==> src/rtl/branch_resolve_unit.sv <==
// Branch resolution stage: evaluates issued branches/jumps and queues
// the resolved results in an in-order FIFO toward the completion path.

module conditional_branch #(
  parameter int XLEN = 32
) (
  input  logic [XLEN-1:0] rs1,
  input  logic [XLEN-1:0] rs2,
  input  logic [2:0]      func,
  output logic            taken
);

  // funct3 condition decode; reserved codes never take
  always_comb begin
    taken = 1'b0;
    unique case (func)
      3'b000:  taken = (rs1 == rs2);
      3'b001:  taken = (rs1 != rs2);
      3'b100:  taken = ($signed(rs1) < $signed(rs2));
      3'b101:  taken = ($signed(rs1) >= $signed(rs2));
      3'b110:  taken = (rs1 < rs2);
      3'b111:  taken = (rs1 >= rs2);
      default: taken = 1'b0;
    endcase
  end

endmodule

module branch_resolve_unit #(
  parameter int XLEN      = 32,
  parameter int ROB_IDX_W = 5,
  parameter int DEPTH     = 2
) (
  input  logic                 clock,
  input  logic                 reset_n,
  input  logic                 issue_valid,
  output logic                 issue_ready,
  input  logic [XLEN-1:0]      issue_rs1,
  input  logic [XLEN-1:0]      issue_rs2,
  input  logic [2:0]           issue_func,
  input  logic                 issue_is_jal,
  input  logic                 issue_is_jalr,
  input  logic [XLEN-1:0]      issue_pc,
  input  logic [XLEN-1:0]      issue_imm,
  input  logic                 issue_pred_taken,
  input  logic [XLEN-1:0]      issue_pred_target,
  input  logic [ROB_IDX_W-1:0] issue_rob_idx,
  input  logic                 squash,
  output logic                 out_valid,
  input  logic                 out_ready,
  output logic [ROB_IDX_W-1:0] out_rob_idx,
  output logic                 out_taken,
  output logic [XLEN-1:0]      out_next_pc,
  output logic [XLEN-1:0]      out_link,
  output logic                 out_mispredict
);

  localparam int PTR_W = (DEPTH > 1) ? $clog2(DEPTH) : 1;
  localparam int CNT_W = $clog2(DEPTH + 1);
  localparam logic [CNT_W-1:0] FULL = CNT_W'(DEPTH);

  typedef struct packed {
    logic [ROB_IDX_W-1:0] rob_idx;
    logic                 taken;
    logic [XLEN-1:0]      next_pc;
    logic [XLEN-1:0]      link;
    logic                 mispredict;
  } entry_t;

  entry_t mem_q [DEPTH];

  logic [CNT_W-1:0] count_q, count_d;
  logic [PTR_W-1:0] head_q, head_d;
  logic [PTR_W-1:0] tail_q, tail_d;

  logic            cond;
  logic            taken;
  logic [XLEN-1:0] jalr_sum;
  logic [XLEN-1:0] target;
  logic [XLEN-1:0] link;
  logic [XLEN-1:0] next_pc;
  logic            mispredict;
  logic            push;
  logic            pop;
  entry_t          new_e;
  entry_t          head_e;

  conditional_branch #(
    .XLEN(XLEN)
  ) u_cond (
    .rs1  (issue_rs1),
    .rs2  (issue_rs2),
    .func (issue_func),
    .taken(cond)
  );

  // resolve direction, target and prediction check for the issue
  always_comb begin
    jalr_sum = issue_rs1 + issue_imm;
    taken    = issue_is_jal | issue_is_jalr | cond;
    if (issue_is_jalr) begin
      target = {jalr_sum[XLEN-1:1], 1'b0};
    end else begin
      target = issue_pc + issue_imm;
    end
    link       = issue_pc + XLEN'(4);
    next_pc    = taken ? target : link;
    mispredict = (taken != issue_pred_taken)
               | (taken & (target != issue_pred_target));
    new_e.rob_idx    = issue_rob_idx;
    new_e.taken      = taken;
    new_e.next_pc    = next_pc;
    new_e.link       = link;
    new_e.mispredict = mispredict;
  end

  assign issue_ready = (count_q < FULL);
  assign out_valid   = (count_q != '0);
  assign push        = issue_valid & issue_ready & ~squash;
  assign pop         = out_valid & out_ready & ~squash;
  assign head_e      = mem_q[head_q];

  // head data is masked to zero whenever nothing is valid
  always_comb begin
    out_rob_idx    = '0;
    out_taken      = 1'b0;
    out_next_pc    = '0;
    out_link       = '0;
    out_mispredict = 1'b0;
    if (out_valid) begin
      out_rob_idx    = head_e.rob_idx;
      out_taken      = head_e.taken;
      out_next_pc    = head_e.next_pc;
      out_link       = head_e.link;
      out_mispredict = head_e.mispredict;
    end
  end

  // pointer and occupancy update; squash clears everything
  always_comb begin
    count_d = count_q;
    head_d  = head_q;
    tail_d  = tail_q;
    if (squash) begin
      count_d = '0;
      head_d  = '0;
      tail_d  = '0;
    end else begin
      if (push) begin
        tail_d = tail_q + PTR_W'(1);
      end
      if (pop) begin
        head_d = head_q + PTR_W'(1);
      end
      count_d = count_q + CNT_W'(push) - CNT_W'(pop);
    end
  end

  // occupancy and pointer registers
  always_ff @(posedge clock or negedge reset_n) begin
    if (!reset_n) begin
      count_q <= '0;
      head_q  <= '0;
      tail_q  <= '0;
    end else begin
      count_q <= count_d;
      head_q  <= head_d;
      tail_q  <= tail_d;
    end
  end

  // entry storage, written at the tail on accept
  always_ff @(posedge clock) begin
    if (push) begin
      mem_q[tail_q] <= new_e;
    end
  end

endmodule
==> config.mk <==
export PLATFORM = sky130hd
export DESIGN_NAME = branch_resolve_unit
export DESIGN_NICKNAME = d
export VERILOG_FILES = /design/src/rtl/branch_resolve_unit.sv
export SDC_FILE = /design/constraint.sdc
export NUM_CORES = 1
export LEC_CHECK = 0
export ABC_CLOCK_PERIOD_IN_PS = 7400
export BUFFER_PORTS_ARGS = -buffer_cell sky130_fd_sc_hd__buf_2
export CORE_ASPECT_RATIO = 0.8
export CORE_MARGIN = 3
export CORE_UTILIZATION = 45
export CTS_CLUSTER_SIZE = 40
export DETAILED_ROUTE_END_ITERATION = 12
export GPL_ROUTABILITY_DRIVEN = 0
export PLACE_DENSITY = 0.67
export SLEW_MARGIN = 20
export SYNTH_ARGS = -nofsm -noshare
export SYNTH_HDL_FRONTEND = slang
export SYNTH_HIERARCHICAL = 1
export SYNTH_SLANG_ARGS = --single-unit
==> constraint.sdc <==
create_clock -name clock -period 7.4 [get_ports clock]
set_input_delay 0.74 -clock clock [delete_from_list [all_inputs] [get_ports clock]]
set_output_delay 0.74 -clock clock [all_outputs]
set_load 0.02 [all_outputs]
* Yosys cells after proc, flatten, opt, wreduce, memory -nomap -nowiden
Memory sizes are Yosys's and may differ from the RTL's.
Cells that the tools add are included.
W data, S select, Z words.
** Operators by class
- Mux-type cells :: 15
- Order comparisons :: 5
- Eq/ne operators :: 9
- $mul :: 0
- $add $sub $neg :: 7
- Div/mod/pow operators :: 0
- Bitwise operators :: 9
- Shift-type cells :: 0
- Reductions and logical operators :: 4
** Operators with widths (count)
- $mux W32 :: 4
- $add A32 B32 Y32 :: 2
- $ge A32 B32 Y1 :: 2
- $lt A32 B32 Y1 :: 2
- $ne A32 B32 Y1 :: 2
- $add A32 B3 Y32 const B :: 1
- $eq A32 B32 Y1 :: 1
- $eq A3 B3 Y1 const B :: 4
- $mux W1 :: 8
- $pmux W1 S6 :: 1
- $reduce_bool A2 Y1 :: 3
- $and A1 B1 Y1 :: 5
- $mux W5 :: 1
- $eq A3 B1 Y1 const B :: 1
- $logic_not A3 Y1 :: 1
- $or A1 B1 Y1 :: 3
- $add A1 B1 Y1 const B :: 2
- $add A2 B1 Y2 :: 1
- $lt A2 B2 Y1 const B :: 1
- $mux W2 :: 1
- $sub A2 B1 Y2 :: 1
- $ne A1 B1 Y1 :: 1
- $not A1 Y1 :: 1
** Word-level totals
- Memories :: 1
- Bits in read-only memories :: 0
- Bits in writable memories :: 142
- Output and inout port bits :: 73
- Latch bits :: 0
- Flip-flop bits (word level) :: 4
- Input bits :: 176
- Word-level logic and storage cells :: 53
** Memories
- mem_q :: words 2, width 71, rd ports 1, clocked after memory_dff 0, write ports 1, RTL line 70 : entry_t mem_q [DEPTH];

* Depth between registers and ports, before layout
- Depth after elaboration :: 6
- Depth in mapped cells :: 19
- Gate-level depth less buffers :: 19

* Cells and area by module
The synthesis kept the hierarchy.
** By module, submodules not included
- branch_resolve_unit :: cells each 1328, times used 1, area each 12259.3 um^2, seq. area each 4364.2 um^2
- conditional_branch :: cells each 130, times used 1, area each 955.9 um^2, seq. area each 0.0 um^2

* Least setup slack after synthesis
OpenSTA, ideal clock, no wires.
- Path type :: input to register
- Start point :: input port issue_valid
- End point :: memory mem_q[0][0] (netlist name) (enable)
- Path slack :: 2.901 ns
- Arrival :: 3.998 ns
- Stages :: 3
- Required time :: 6.900 ns
- Path through :: nor2b_1 nand2b_1 nor2_1
** On the way
- Longest elaborated chain between the ends :: 4
** Ends and longest elaborated chain
- from (decl) :: RTL line 36 : input logic issue_valid,
- $and A1 B1 Y1 (2 in series) :: RTL line 119 : assign push = issue_valid & issue_ready & ~squash;
- $mux W1 :: RTL line 174 : if (push) begin
- $mux W1 (not written as such) :: RTL line 175 : mem_q[tail_q] <= new_e;
- to (decl) :: RTL line 70
Every way passes these cells.

* Worst setup path after layout
- Start point :: input port issue_rs1[27]
- End point :: memory mem_q[1][0] (netlist name), data pin
** On the way
- Longest elaborated chain between the ends :: 5
- Elaborated cells on any way between the ends :: 14
- Those cells by class :: add/sub: 1; order compare: 4; eq/ne: 4; mux: 2; bitwise: 3
** Ends and longest elaborated chain
- from (decl) :: RTL line 38 : input logic [XLEN-1:0] issue_rs1,
- $ge A32 B32 Y1, or another cell as far along :: RTL line 22 : 3'b111: taken = (rs1 >= rs2);
- $pmux W1 S6 (*) :: RTL line 16 : unique case (func)
- net cond :: RTL line 76 : logic cond;
- $or A1 B1 Y1 (*) :: RTL line 100 : taken = issue_is_jal | issue_is_jalr | cond;
- $ne A1 B1 Y1 or $and A1 B1 Y1 (tied branches) :: RTL line 108, 109
- $or A1 B1 Y1 (*) :: RTL line 109 : | (taken & (target != issue_pred_target));
- net mispredict :: RTL line 82 : logic mispredict;
Mark *: on every way through the listed nets, which the timed path passes. The rest lies on a longest branch.

==> qor.txt <==
Run status: finished clean
Pleak: 6.26 nW
Final worst path period share: 62.9%
Syn Std Cell Area: 13200 um^2
Initial DRC Count: 945
Fillcell total: 2696
Most common flop cell mapped by yosys: edfxtp_1
Tmin final: 4.65 ns
CTS tree: yes
Die Area: 31500 um^2
Die Ht: 159 um
Final slew viol count: 0
Total negative setup slack: 0 ns
Initial Util: 46.2%
TritonCTS Buffers: 17
CTS-repair resized insts: 0
Number of clock sinks: 146
Depth of the most critical reg-to-reg path: 11
CP endpoint kind: register
H-tree depth: 4
Crit Path Category: primary input to register
Pin count of the biggest net entering global routing: 64
Drt first pass iters: 7
Maximum fanout along the worst path: 4
Vias/cell: 5.84
Critical Path Source Type: primary input
Max Cap Viol: 0
Final setup fails: 0
Sequential element share of the synthesized area: 33.0%
Post-synthesis cell type count: 109
Synth-to-Final Area Change: 14.8%
Worst r2r src: count_q[1]
DP Wirelength: 31900 um
Hold Crit Class: primary input to async pin
CTS Root Cell: clkbuf_16
Peak supply drop: 205 uV
Synthesized flop and latch total: 146
Hold Violations, Final: 0
Setup Buffers After CTS: 0
Largest area contributor in the netlist: edfxtp_1
Clock latency on the worst-skew pair: 0.41 ns
I/O Buffers: 248
Top cell type's share of synthesized area: 32.3%
Layout cells sized above 1: 20.6%
Arr. time, crit path: 4.81 ns
RSZ-0062 raised after global routing: no
Worst Clk Skew: 0.00690 ns
Clk slew on worst S/H paths: 0.06 ns
EDFF count, synth: 142
First-pass GRT wire length: 61000 um
R2R Setup Slk: 4.78 ns
Asr flop ratio synth: 2.74%
Initial antenna violation count: 11
Slew @ Worst Pin: 0.881 ns
Core Box Area: 28600 um^2
CP Launch Point: issue_rs1[27]
Post-cts hold buffer count: 0
PD cells: 207 nW/um^2
Critical path endpoint: mem_q[1][0]
Number of global-route vias before repair: 11.1k
YS warnings: 6
Fmax: 0.215 GHz
Final wirelength: 39900 um
DR WL/cell: 19.5 um
# IOs: 249
Width of the die: 198 um
Gate count of the mapped netlist: 1458
Antenna Nets Post-Route: 0
Critical Path RT: 7.55 ns
Hold Slack: 0.125 ns
Total GRT Usage: 24.7%
Drt drc: 0
Syn Area/Cell: 9.06 um^2
Vias: 12.0k
Num rows: 55
Slew headroom: 41.3%
Clk buf depth: 2
Syn_nets: 1732
Fin nets: 1933
Synth area leaders: edfxtp_1 (32%), ha_1 (9.1%), mux2i_1 (6.2%)
R2R Path End: count_q[1]
Grt total ovfl: 0
-- flip-flops by register name (all words and copies together) (netlist names) --
register and flops:
head_q 1, mem_q 142, count_q 2, tail_q 1
-- cells in the mapped netlist (all sizes together) (13+ instances only) --
master	number
nand3	50
a211oi	17
nand2b	13
nor2	178
a21oi	111
inv	64
xnor2	54
clkbuf	50
nor3	36
ha	96
nand4	28
a21o	30
nor4	16
nor3b	18
nand2	99
edfxtp	142
nand3b	13
o21ai	72
nor2b	13
xor2	34
buf	21
mux2i	82
a31oi	15
and3	21
-- per-layer routing --
| layer | part of all wire, % | routed length [um] | vias to the layer above | track usage, % |
|---|---|---|---|---|
| li1 | - | - | 5871 | - |
| met1 | 49 | 19400 | 5587 | 37.8 |
| met2 | 41 | 16600 | 442 | 35.6 |
| met3 | 8.6 | 3450 | 42 | 5.88 |
| met4 | 1.1 | 439 | 12 | 4.79 |
| met5 | 0.21 | 83 | - | 0 |
-- logic make-up after synthesis --
| logic type | synth area share, % |
|---|---|
| DFF | 33.0 |
| buffers and inverters | 5.21 |
| xor gates and xnor gates | 6.54 |
| adders and majority gates | 9.39 |
| AOI/OAI and AO/OA | 18.0 |
| muxes | 6.81 |
| and+or+nand+nor | 21.0 |
-- worst min-delay path by stage --
| stage | from | to | slack (ns) | cells after the start |
|---|---|---|---|---|
| 3_3_place_gp | reset_n | count_q[1] | 0.55 | 1 |
| 5_1_grt | reset_n | head_q | 0.11 | 1 |
| 6_report | reset_n | head_q | 0.13 | 1 |
| 3_5_place_dp | reset_n | count_q[1] | 0.56 | 1 |
| 4_1_cts | reset_n | count_q[0] | 0.11 | 1 |
| 2_1_floorplan | reset_n | count_q[0] | 0.44 | 0 |
-- where the power goes --
group | internal (W) | leakage (nW) | switching [W]
combinational | 0.000447 | 4.62 | 0.000788
clock | 0.000535 | 0.290 | 0.000331
sequential | 0.000997 | 1.35 | 0.0000377
-- cell type report --
type | count | area, um^2 | area share, %
diodes | 5 | 12.5 | 0.0824
flip-flops and latches | 146 | 4370 | 28.8
well taps | 370 | 463 | 3.05
inverters | 65 | 244 | 1.61
multi-input cells | 1174 | 8190 | 53.9
clock inverters | 14 | 179 | 1.18
clock buffers | 18 | 429 | 2.83
repair buffers | 255 | 1300 | 8.54
-- placed cells by master (no fill, tap or decap), drive strengths merged, types with 8 or more instances in the layout --
master,n
a2111oi,10
a211oi,17
a21o,30
a21oi,111
a31oi,15
and2,9
and3,21
and4,11
buf,255
clkbuf,18
edfxtp,142
ha,96
inv,68
mux2i,82
nand2,99
nand2b,13
nand3,50
nand3b,13
nand4,28
nor2,178
nor2b,13
nor3,36
nor3b,18
nor4,16
o211ai,8
o21a,10
o21ai,72
o21bai,9
o31ai,9
or3,12
xnor2,54
xor2,34
-- metrics by stage --
stage | std cells | cell area [um^2] | worst slack (ns) | total power (W) | util (%)
6_report | 2047 | 15200 | 2.75 | 0.00314 | 53.0
4_1_cts | 2042 | 15200 | 2.74 | 0.00314 | 53.0
5_1_grt | 2047 | 15200 | 2.35 | 0.00331 | 53.0
2_1_floorplan | 1458 | 13200 | 2.90 | 0.00190 | -
3_3_place_gp | 2010 | 14600 | 2.41 | 0.00226 | 50.8
3_5_place_dp | 2010 | 14600 | 2.31 | 0.00228 | 50.8
-- critical path, stage by stage --
cell	delay [ns]
buf_2	0.12
ha_1	0.33
a21oi_2	0.14
o21ai_1	0.09
a221oi_2	0.39
nand3_1	0.17
o311a_1	0.39
nor3b_2	0.48
nor2_1	0.11
nor3_1	0.19
a21oi_1	0.07
a21oi_1	0.17
o311ai_0	0.13
nor4_1	0.27
o2111ai_1	0.23
nor4_4	0.30
nand4_1	0.12
nor4bb_1	0.30
nor2_1	0.08
No activity file was read; power rests on OpenSTA's default activity.
